File: src/rtl/mac_tx_arbiter.sv
`default_nettype none
// +----------------------------------------------------------------------------+
// | Module : mac_tx_arbiter                                                    |
// | Brief  : packet-granular round-robin arbiter feeding the MAC TX stream,    |
// |          with a registered two-entry skid output stage.                    |
// | Rev    : 1.0  initial release                                              |
// +----------------------------------------------------------------------------+
module mac_tx_arbiter #(
  parameter  int N_PORTS   = 4,
  // Symbol geometry mirrors cmn_params and is fixed for this block.
  localparam int N_SYMBOLS = 8,
  localparam int W_SYMBOL  = 8,
  localparam int W_GRANT   = (N_PORTS > 1) ? $clog2(N_PORTS) : 1
) (
  input  logic                                          i_tx_clk,
  input  logic                                          i_tx_reset_n,
  input  logic [N_PORTS-1:0]                            s_axis_tvalid,
  input  logic [N_PORTS-1:0][N_SYMBOLS-1:0][W_SYMBOL-1:0] s_axis_tdata,
  input  logic [N_PORTS-1:0][N_SYMBOLS-1:0]             s_axis_tkeep,
  input  logic [N_PORTS-1:0]                            s_axis_tlast,
  output logic [N_PORTS-1:0]                            s_axis_tready,
  output logic                                          m_axis_tvalid,
  output logic [N_SYMBOLS-1:0][W_SYMBOL-1:0]            m_axis_tdata,
  output logic [N_SYMBOLS-1:0]                          m_axis_tkeep,
  output logic                                          m_axis_tlast,
  input  logic                                          m_axis_tready,
  output logic [W_GRANT-1:0]                            o_grant,
  output logic                                          o_busy
);

  typedef logic [N_SYMBOLS-1:0][W_SYMBOL-1:0] data_t;
  typedef enum logic [0:0] {ST_IDLE = 1'b0, ST_PKT = 1'b1} state_t;

  state_t                 r_state;
  logic [W_GRANT-1:0]     r_rr_ptr;
  logic [W_GRANT-1:0]     r_grant;
  logic                   r_busy;
  logic [N_PORTS-1:0]     r_s_tready;

  logic                   r_out_valid;
  data_t                  r_out_data;
  logic [N_SYMBOLS-1:0]   r_out_keep;
  logic                   r_out_last;
  logic                   r_ovf_valid;
  data_t                  r_ovf_data;
  logic [N_SYMBOLS-1:0]   r_ovf_keep;
  logic                   r_ovf_last;

  logic [W_GRANT-1:0]     w_sel_hi;
  logic [W_GRANT-1:0]     w_sel_lo;
  logic                   w_hit_hi;
  logic [W_GRANT-1:0]     w_sel;
  logic                   w_any_req;
  logic [W_GRANT-1:0]     w_gnt_inc;
  data_t                  w_in_data;
  logic [N_SYMBOLS-1:0]   w_in_keep;
  logic                   w_in_last;
  logic                   w_acc;
  logic                   w_pop;
  logic                   w_next_full;

  // Ports at or above the pointer win over those below it, lowest index first.
  always_comb begin
    w_sel_hi = '0;
    w_sel_lo = '0;
    w_hit_hi = 1'b0;
    for (int j = N_PORTS-1; j >= 0; j--) begin
      if (s_axis_tvalid[j]) begin
        if (j >= int'(r_rr_ptr)) begin
          w_sel_hi = j[W_GRANT-1:0];
          w_hit_hi = 1'b1;
        end else begin
          w_sel_lo = j[W_GRANT-1:0];
        end
      end
    end
  end

  assign w_sel     = w_hit_hi ? w_sel_hi : w_sel_lo;
  assign w_any_req = |s_axis_tvalid;
  assign w_gnt_inc = (int'(r_grant) == N_PORTS-1) ? '0 : r_grant + W_GRANT'(1);

  assign w_in_data = s_axis_tdata[r_grant];
  assign w_in_keep = s_axis_tkeep[r_grant];
  assign w_in_last = s_axis_tlast[r_grant];

  // Only the granted bit of r_s_tready can ever be set.
  assign w_acc       = |(s_axis_tvalid & r_s_tready);
  assign w_pop       = r_out_valid & m_axis_tready;
  assign w_next_full = ~w_pop & (r_ovf_valid | (r_out_valid & w_acc));

  always_ff @(posedge i_tx_clk or negedge i_tx_reset_n) begin
    if (!i_tx_reset_n) begin
      r_state    <= ST_IDLE;
      r_rr_ptr   <= '0;
      r_grant    <= '0;
      r_busy     <= 1'b0;
      r_s_tready <= '0;
    end else begin
      case (r_state)
        ST_IDLE: begin
          if (w_any_req) begin
            r_state    <= ST_PKT;
            r_grant    <= w_sel;
            r_busy     <= 1'b1;
            r_s_tready <= (N_PORTS'(1) << w_sel) & {N_PORTS{~w_next_full}};
          end
        end
        ST_PKT: begin
          if (w_acc && w_in_last) begin
            r_state    <= ST_IDLE;
            r_busy     <= 1'b0;
            r_rr_ptr   <= w_gnt_inc;
            r_s_tready <= '0;
          end else begin
            r_s_tready <= (N_PORTS'(1) << r_grant) & {N_PORTS{~w_next_full}};
          end
        end
        default: begin
          r_state    <= ST_IDLE;
          r_busy     <= 1'b0;
          r_s_tready <= '0;
        end
      endcase
    end
  end

  // Overflow entry is only ever occupied while the output register is too.
  always_ff @(posedge i_tx_clk or negedge i_tx_reset_n) begin
    if (!i_tx_reset_n) begin
      r_out_valid <= 1'b0;
      r_out_data  <= '0;
      r_out_keep  <= '0;
      r_out_last  <= 1'b0;
      r_ovf_valid <= 1'b0;
      r_ovf_data  <= '0;
      r_ovf_keep  <= '0;
      r_ovf_last  <= 1'b0;
    end else begin
      if (w_pop || !r_out_valid) begin
        if (r_ovf_valid) begin
          r_out_valid <= 1'b1;
          r_out_data  <= r_ovf_data;
          r_out_keep  <= r_ovf_keep;
          r_out_last  <= r_ovf_last;
          r_ovf_valid <= 1'b0;
        end else if (w_acc) begin
          r_out_valid <= 1'b1;
          r_out_data  <= w_in_data;
          r_out_keep  <= w_in_keep;
          r_out_last  <= w_in_last;
        end else begin
          r_out_valid <= 1'b0;
        end
      end else if (w_acc) begin
        r_ovf_valid <= 1'b1;
        r_ovf_data  <= w_in_data;
        r_ovf_keep  <= w_in_keep;
        r_ovf_last  <= w_in_last;
      end
    end
  end

  assign s_axis_tready = r_s_tready;
  assign m_axis_tvalid = r_out_valid;
  assign m_axis_tdata  = r_out_data;
  assign m_axis_tkeep  = r_out_keep;
  assign m_axis_tlast  = r_out_last;
  assign o_grant       = r_grant;
  assign o_busy        = r_busy;

endmodule
`default_nettype wire
File: config.mk
export PLATFORM = sky130hd
export DESIGN_NAME = mac_tx_arbiter
export DESIGN_NICKNAME = d
export VERILOG_FILES = /design/src/rtl/mac_tx_arbiter.sv
export SDC_FILE = /design/constraint.sdc
export NUM_CORES = 1
export LEC_CHECK = 0
export CORE_ASPECT_RATIO = 0.6
export CORE_MARGIN = 2
export CORE_UTILIZATION = 33
export CTS_CLUSTER_SIZE = 12
export DETAILED_ROUTE_END_ITERATION = 8
export PLACE_DENSITY = 0.69
export SLEW_MARGIN = 20
export SYNTH_ARGS = -nofsm -noshare
export SYNTH_HDL_FRONTEND = slang
export SYNTH_SLANG_ARGS = --single-unit
export TNS_END_PERCENT = 50
File: constraint.sdc
create_clock -name i_tx_clk -period 2.1 [get_ports i_tx_clk]
set_input_delay 0.315 -clock i_tx_clk [delete_from_list [all_inputs] [get_ports i_tx_clk]]
set_output_delay 0.315 -clock i_tx_clk [all_outputs]
set_load 0.005 [all_outputs]
# Word level (Yosys, flattened, before mapping)
# Index checks and enable logic that the tools add are counted.
[totals] inputBits=299 wordCells=107 output_inout_bits=81 reg_bits=158
[op_classes] n_reduce_logical=12 n_lt_le_gt_ge=4 n_eq_ne=3 n_shift=2 addsub=1 bitwise=11 muxes=47
[ops] op="$mux 64" count=3
[ops] op="$bmux 64 s2" count=1
[ops] op="$mux 2" count=15
[ops] op="$mux 8" count=3
[ops] op="$mux 1" count=18
[ops] op="$bmux 8 s2" count=1
[ops] op="$and 4x4->4" count=3
[ops] op="$reduce_and 2->1" count=5
[ops] op="$mux 4" count=2
[ops] op="$pmux 4 s2" count=1
[ops] op="$reduce_or 4->1" count=2
[ops] op="$shl 1x2->4 const A" count=2
[ops] op="$ge 1x2->1 const A" count=2
[ops] op="$not 1->1" count=4
[ops] op="$pmux 1 s2" count=2
[ops] op="$reduce_bool 2->1" count=2
[ops] op="$and 1x1->1" count=3
[ops] op="$lt 2x3->1 const B" count=1
[ops] op="$add 2x1->2 const B" count=1
[ops] op="$bmux 1 s2" count=1
[ops] op="$eq 2x1->1 const B" count=1
[ops] op="$ge 2x2->1 const A" count=1
[ops] op="$ne 2x1->1 const B" count=1
[ops] op="$ne 2x2->1 const B" count=1
[ops] op="4 further kinds" count=4

# Depth between registers and ports, before layout
# Gate-level depths: netlist of the first run.
[depth] word_depth=12 mapped_depth=8

# Worst setup path before layout of the first run
# OpenSTA, ideal clock, no wires.
[synth_path] path_type="register to register" start="register r_grant[0], in the netlist o_grant[0]" end="register r_ovf_data[0] in the netlist's numbering" path_stages_with_launch=5 setup_ns=0.125 setup_slack_ns=0.388 path_buffers=2 arrival_time_ns=1.587 path_cell_list="dfrtp_1 -> buf_6 -> buf_6 -> mux4_2 -> mux2_2"
[synth_via] elab_chain_cells=2
[synth_rtl] item="from (decl)" line="36" rtl="logic [W_GRANT-1:0] r_grant;"
[synth_rtl] item="from (signal assigned)" line="104" rtl="r_grant <= w_sel;"
[synth_rtl] item="$bmux 64 s2" line="83" rtl="assign w_in_data = s_axis_tdata[r_grant];"
[synth_rtl] item="$mux 64 (not written as such)" line="83"
[synth_rtl] item="to (signal assigned)" line="157" rtl="r_ovf_data <= w_in_data;"
[synth_rtl] item="to (decl)" line="45" rtl="data_t r_ovf_data;"
# Every way passes these cells. The select of a mux whose other input is x is not followed.
# A chain may end at the register's enable or synchronous reset.

# Final worst setup path of the first run
[layout_path] start="register r_grant[0], in the netlist o_grant[0]" end="output o_grant[0]"
[layout_rtl] item="to (decl)" line="27" rtl="output logic [W_GRANT-1:0] o_grant,"
# No word-level cell between the ends.

==> flow_summary.ini, run 1 <==
[final_layout]
area_delta_synth_final_pct = 58.3
final_cell_mix = clkdlybuf4s50_1 (378), dfrtp_1 (155), nand2_1 (76), mux2i_1 (75)
drive_above_1_share = 0.215
nNetsFinal = 1306
fin_cells = 1345
final_common_cell = clkdlybuf4s50_1

[synthesis]
syn_area_um2 = 8500
syn_inst = 622
ys_seq_area_frac = 0.465
yosysTopAreaCell = dfrtp_1
synth_warnings = 0
synthesis.nets = 925
synth.area.top_cells = dfrtp_1 (47%), mux4_2 (19%), mux2_2 (9.7%), mux2i_1 (8.8%), o21ai_0 (3.7%)
ys_types = 38
syn_area_per_cell_um2 = 13.7
synth_seq_cells = 158
synth_top_area_frac = 0.465

[route]
drt_wl_total_mm = 26.5
drt_iter0_markers = 201
routedWlPerCell_um = 19.7
ant_nets = 0
drc_errors = 0
drt-vias-per-instance = 4.94
dr.pass1.iters = 4
vias = 6640

[placement]
dpl.cell_count = 1310
gp_congestion = 0.852
post-dp-hpwl_mm = 20.6
io_buffers = 379

[sta]
clock_skew_ns = 0.00915
worstMarginPinSlew_ns = 0.552
fmax_mhz = 504
slew_headroom = 0.632
finalCritPeriodShare = 0.946
min_period_ns = 1.99
maxSlewViolCount = 0
fin_tns_setup_ns = 0
grt_setup_unrepaired = false
finalHoldViolations = 0
setup_viol = 0

[global_routing]
grt_pass1_vias = 7035
grt_util_all_layers = 0.198
grt.busiest_layer = met2
grt_pass1_wl_mm = 40.2
grt_max_degree = 51
met2_usage = 0.337
antenna_found_initial = 1
grtUsageMet3 = 0.0767
grt-ovfl-total = 0
met1_usage = 0.241

[die]
dieArea_um2 = 27100
die_x_um = 211
core.rowCount = 45
start_util = 0.336
ios = 380
dieHeight_um = 128
core_area_um2 = 25300

[setup_path]
r2r_setup_slack_ns = 0.14
crit_fanout = 28
timing.rr.start = o_grant[0]$_DFFE_PN0P_
path_class = register to primary output
r2r_cells = 5
path_cells = buf_12, clkdlybuf4s50_1
cp_slowest_cell = clkdlybuf4s50_1
critical_path.max_stage_delay_ns = 0.56
cpLargestDelayFamily = buffers and inverters
worst_setup_path_end_kind = primary output
crit_arrival_ns = 1.67
crit_required_ns = 1.78
startpoint_type = register
cp_num_buf_inv = 2
r2r-end = m_axis_tdata[7]$_DFFE_PN0P_

[power_and_ir_drop]
power_per_cell_area_nw_per_um2 = 1310
internal-power_mw = 11.7
p_seq_frac = 0.314
leakage_nw = 5.26
switchingPower_mw = 5.97
swShare = 0.339
irDropWorstVdd_mv = 0.546
p_clk_frac = 0.180
p_comb_frac = 0.505

[clocking]
cts_root_buf = clkbuf_16
clockBufferDepth = 2
clkTransAtPathRegs_ns = 0.07
numCtsBuffers = 17
clock-sinks = 158
h-tree-depth = 4
insertion_delay_ns = 0.43
cts_tree = yes

[run_status]
status = complete, no violations

[worst_hold_path]
min_path_type = primary input to async pin

[run]
cap_violations = 0
metal layers:
layer	part of all wire	vias up
met4	0.010	0
met5	0	-
met3	0.095	18
li1	-	3109
met2	0.49	237
met1	0.41	3276
synth_stat cells (all sizes together):
cell type    n
dfrtp      158
nand2       77
mux2i       75
o21ai       75
mux2        74
mux4        73
buf         42
clkbuf       6
a21oi        5
nor2         5
ha           4
a22o         3
a32o         3
inv          3
nand2b       3
a22oi        2
o31ai        2
or2          2
a211oi       1
a21o         1
a221o        1
and3         1
nand3        1
nor2b        1
nor3b        1
o21a         1
o2bb2ai      1
or3          1
cells by family (layout without fill, tap and decap cells):
group | Yosys count | in the layout | share of synthesized area
simple gates | 92 | 92 | 0.0439
buf+inv | 51 | 444 | 0.0381
mux | 222 | 222 | 0.380
compound gates | 95 | 95 | 0.0671
flops | 158 | 158 | 0.465
fa+ha+maj | 4 | 4 | 0.00589
other cells | 0 | 1 | 0
power groups by stage:
stage          sequential, mW  combinational [mW]  clock (mW)
2_1_floorplan            5.37                5.37           0
3_3_place_gp             5.59                8.79           0
3_5_place_dp             5.65                8.92           0
4_1_cts                  5.56                9.06        3.28
5_1_grt                  5.77                9.77        3.39
6_report                 5.55                8.92        3.18
area by class of cell:
class	count	area, um2
Timing Repair Buffer	410	4230
Sequential cell	158	3970
Antenna cell	1	2.50
Tap cell	329	412
Clock buffer	18	439
Fill cell	2191	11800
Inverter	3	11.3
Clock inverter	13	164
Multi-Input combinational cell	413	4230
worst max-delay path by stage:
stage                                       from                            to  slack (ns)  cells after the start
final                     o_grant[0]$_DFFE_PN0P_                    o_grant[0]        0.11                      2
after detailed placement        s_axis_tvalid[3]  s_axis_tready[2]$_DFFE_PN0P_        0.02                      6
after floorplan           o_grant[0]$_DFFE_PN0P_     r_ovf_data[0]$_DFFE_PN0P_        0.39                      4
after global routing      o_grant[0]$_DFFE_PN0P_                    o_grant[0]        0.03                      2
after CTS                 o_grant[0]$_DFFE_PN0P_                    o_grant[0]        0.06                      2
after global placement          s_axis_tvalid[3]  s_axis_tready[2]$_DFFE_PN0P_        0.03                      6
sequential cells by signal, summed over array words and instances (netlist names), 2 cells and up:
| register | flops |
|---|---|
| m_axis_tkeep | 8 |
| r_ovf_keep | 8 |
| r_ovf_data | 64 |
| m_axis_tdata | 64 |
| o_grant | 2 |
| s_axis_tready | 4 |
| r_rr_ptr | 2 |
stage by stage:
stage | setup WS (ns) | util | total power [mW] | cell area [um2] | hold WS, ns
final | 0.114 | 0.532 | 17.6 | 13500 | 0.421
after global routing | 0.0292 | 0.532 | 18.9 | 13500 | 0.450
after CTS | 0.0634 | 0.532 | 17.9 | 13500 | 0.422
after detailed placement | 0.0206 | 0.507 | 14.6 | 12800 | 0.316
after global placement | 0.0256 | 0.507 | 14.4 | 12800 | 0.315
after floorplan | 0.388 | - | 10.7 | 8500 | 0.0194
repair_timing:
action                                  4_1_cts  5_1_grt
hold buffers                                  1        0
gates resized for setup                       0        0
endpoints found under the setup margin        1        0
hold endpoints to repair                     44        0
buffers inserted                              2        0
Power figures use the tool's default switching activity.
==> run 2: changes to the inputs <==
- PLACE_DENSITY: 0.69 -> not set
- PLACE_DENSITY_LB_ADDON: not set -> 0.08
==> run 2 against run 1 <==
Net effect:
- cell area fell by 0.47%
- worst setup slack better by 0.0042 ns
- largest cell class unchanged
- wire length decreased by 3.9%
- critical endpoint is now o_grant[1]
==> flow_summary.ini, run 2 (synthesis results as in run 1) <==
[power_and_ir_drop]
p_comb_frac = 0.501
p_seq_frac = 0.316
leakage_nw = 5.22
switchingPower_mw = 5.79
p_clk_frac = 0.183
irDropWorstVdd_mv = 0.712
swShare = 0.333
power_per_cell_area_nw_per_um2 = 1300
internal-power_mw = 11.6

[setup_path]
crit_fanout = 28
crit_required_ns = 1.78
crit_arrival_ns = 1.67
startpoint_type = register
worst_setup_path_end_kind = primary output
path_class = register to primary output

[worst_hold_path]
min_path_type = primary input to async pin

[clocking]
numCtsBuffers = 17
clockBufferDepth = 2
cts_tree = yes
h-tree-depth = 4
cts_root_buf = clkbuf_16
clkTransAtPathRegs_ns = 0.07
clock-sinks = 158
insertion_delay_ns = 0.43

[final_layout]
final_common_cell = clkdlybuf4s50_1
final_cell_mix = clkdlybuf4s50_1 (378), dfrtp_1 (155), nand2_1 (76), mux2i_1 (75)
nNetsFinal = 1297
drive_above_1_share = 0.206
area_delta_synth_final_pct = 57.6

[route]
ant_nets = 0
drc_errors = 0
dr.pass1.iters = 4
vias = 6437
drt-vias-per-instance = 4.82
drt_iter0_markers = 292
drt_wl_total_mm = 25.5
routedWlPerCell_um = 19.1

[die]
core.rowCount = 45
ios = 380
core_area_um2 = 25300
dieArea_um2 = 27100
start_util = 0.336
die_x_um = 211
dieHeight_um = 128

[sta]
min_period_ns = 1.98
fmax_mhz = 505
finalHoldViolations = 0
slew_headroom = 0.628
fin_tns_setup_ns = 0
maxSlewViolCount = 0
grt_setup_unrepaired = false
setup_viol = 0
worstMarginPinSlew_ns = 0.557
finalCritPeriodShare = 0.944
holdWs_ns = 0.274
clock_skew_ns = 0.0119

[placement]
io_buffers = 379
post-dp-hpwl_mm = 19.6
gp_congestion = 0.774

[global_routing]
grt_max_degree = 83
grt_util_all_layers = 0.191
grt_pass1_vias = 6693
grt-ovfl-total = 0
antenna_found_initial = 1
grt_pass1_wl_mm = 39.1

[run]
cap_violations = 0

[run_status]
status = complete, no violations
run 2: path summary, 6_finish.rpt:
check                                              from                           end  slack, ns  cells after the start
min reg2reg                m_axis_tdata[14]$_DFFE_PN0P_  m_axis_tdata[14]$_DFFE_PN0P_       0.48                      2
max                              o_grant[1]$_DFFE_PN0P_                    o_grant[1]       0.12                      2
min                                        i_tx_reset_n  s_axis_tready[2]$_DFFE_PN0P_       0.27                      2
max in group asynchronous                  i_tx_reset_n     r_ovf_data[6]$_DFFE_PN0P_       1.20                      3
max reg2reg                      o_grant[0]$_DFFE_PN0P_    r_ovf_data[21]$_DFFE_PN0P_       0.24                      3
min in group i_tx_clk      m_axis_tdata[14]$_DFFE_PN0P_  m_axis_tdata[14]$_DFFE_PN0P_       0.48                      2
run 2: metrics by stage:
step	utilization	power, mW	cell area (um2)	worst slack [ns]	std cells
finish	0.530	17.4	13400	0.118	1335
global route	0.530	18.7	13400	0.0584	1335
detailed placement	0.505	14.4	12800	0.00312	1303
global placement	0.505	14.3	12800	0.00502	1303
CTS	0.530	17.7	13400	0.0732	1334
floorplan	-	10.7	8500	0.388	622
run 2: per-layer routing:
| layer | vias to the layer above | GRT usage | wire, um | part of all wire |
|---|---|---|---|---|
| met2 | 193 | 0.299 | 11600 | 0.45 |
| met4 | 0 | 0.0410 | 201 | 0.0079 |
| met1 | 3139 | 0.257 | 11700 | 0.46 |
| li1 | 3092 | - | - | - |
| met5 | - | 0 | 0 | 0 |
| met3 | 13 | 0.0669 | 2020 | 0.079 |
run 2: repair_timing:
action / CTS / global route
endpoints found under the hold margin: 21 / 0
buffers inserted: 0 / 0
hold buffers: 1 / 0
resized for setup: 0 / 0
run 2: area by class of cell:
class	count	area (um2)
antenna	1	2.50
clock buffer	23	498
clock inverter	7	110
fill	2186	11900
inverter	3	11.3
multi-input combinational	413	4230
sequential	158	3970
tap	329	412
timing repair buffer	401	4160
run 2: critical path, stage by stage (launching register included):
cell and delay [ns]:
dfrtp_4 0.49, buf_12 0.21, clkdlybuf4s50_1 0.53
run 2: power by group through the flow:
stage | Clock (mW) | Combinational (mW) | Sequential [mW]
6_report | 3.18 | 8.73 | 5.51
5_1_grt | 3.42 | 9.58 | 5.74
4_1_cts | 3.29 | 8.90 | 5.53
3_5_place_dp | 0 | 8.88 | 5.56
3_3_place_gp | 0 | 8.80 | 5.54
2_1_floorplan | 0 | 5.37 | 5.37
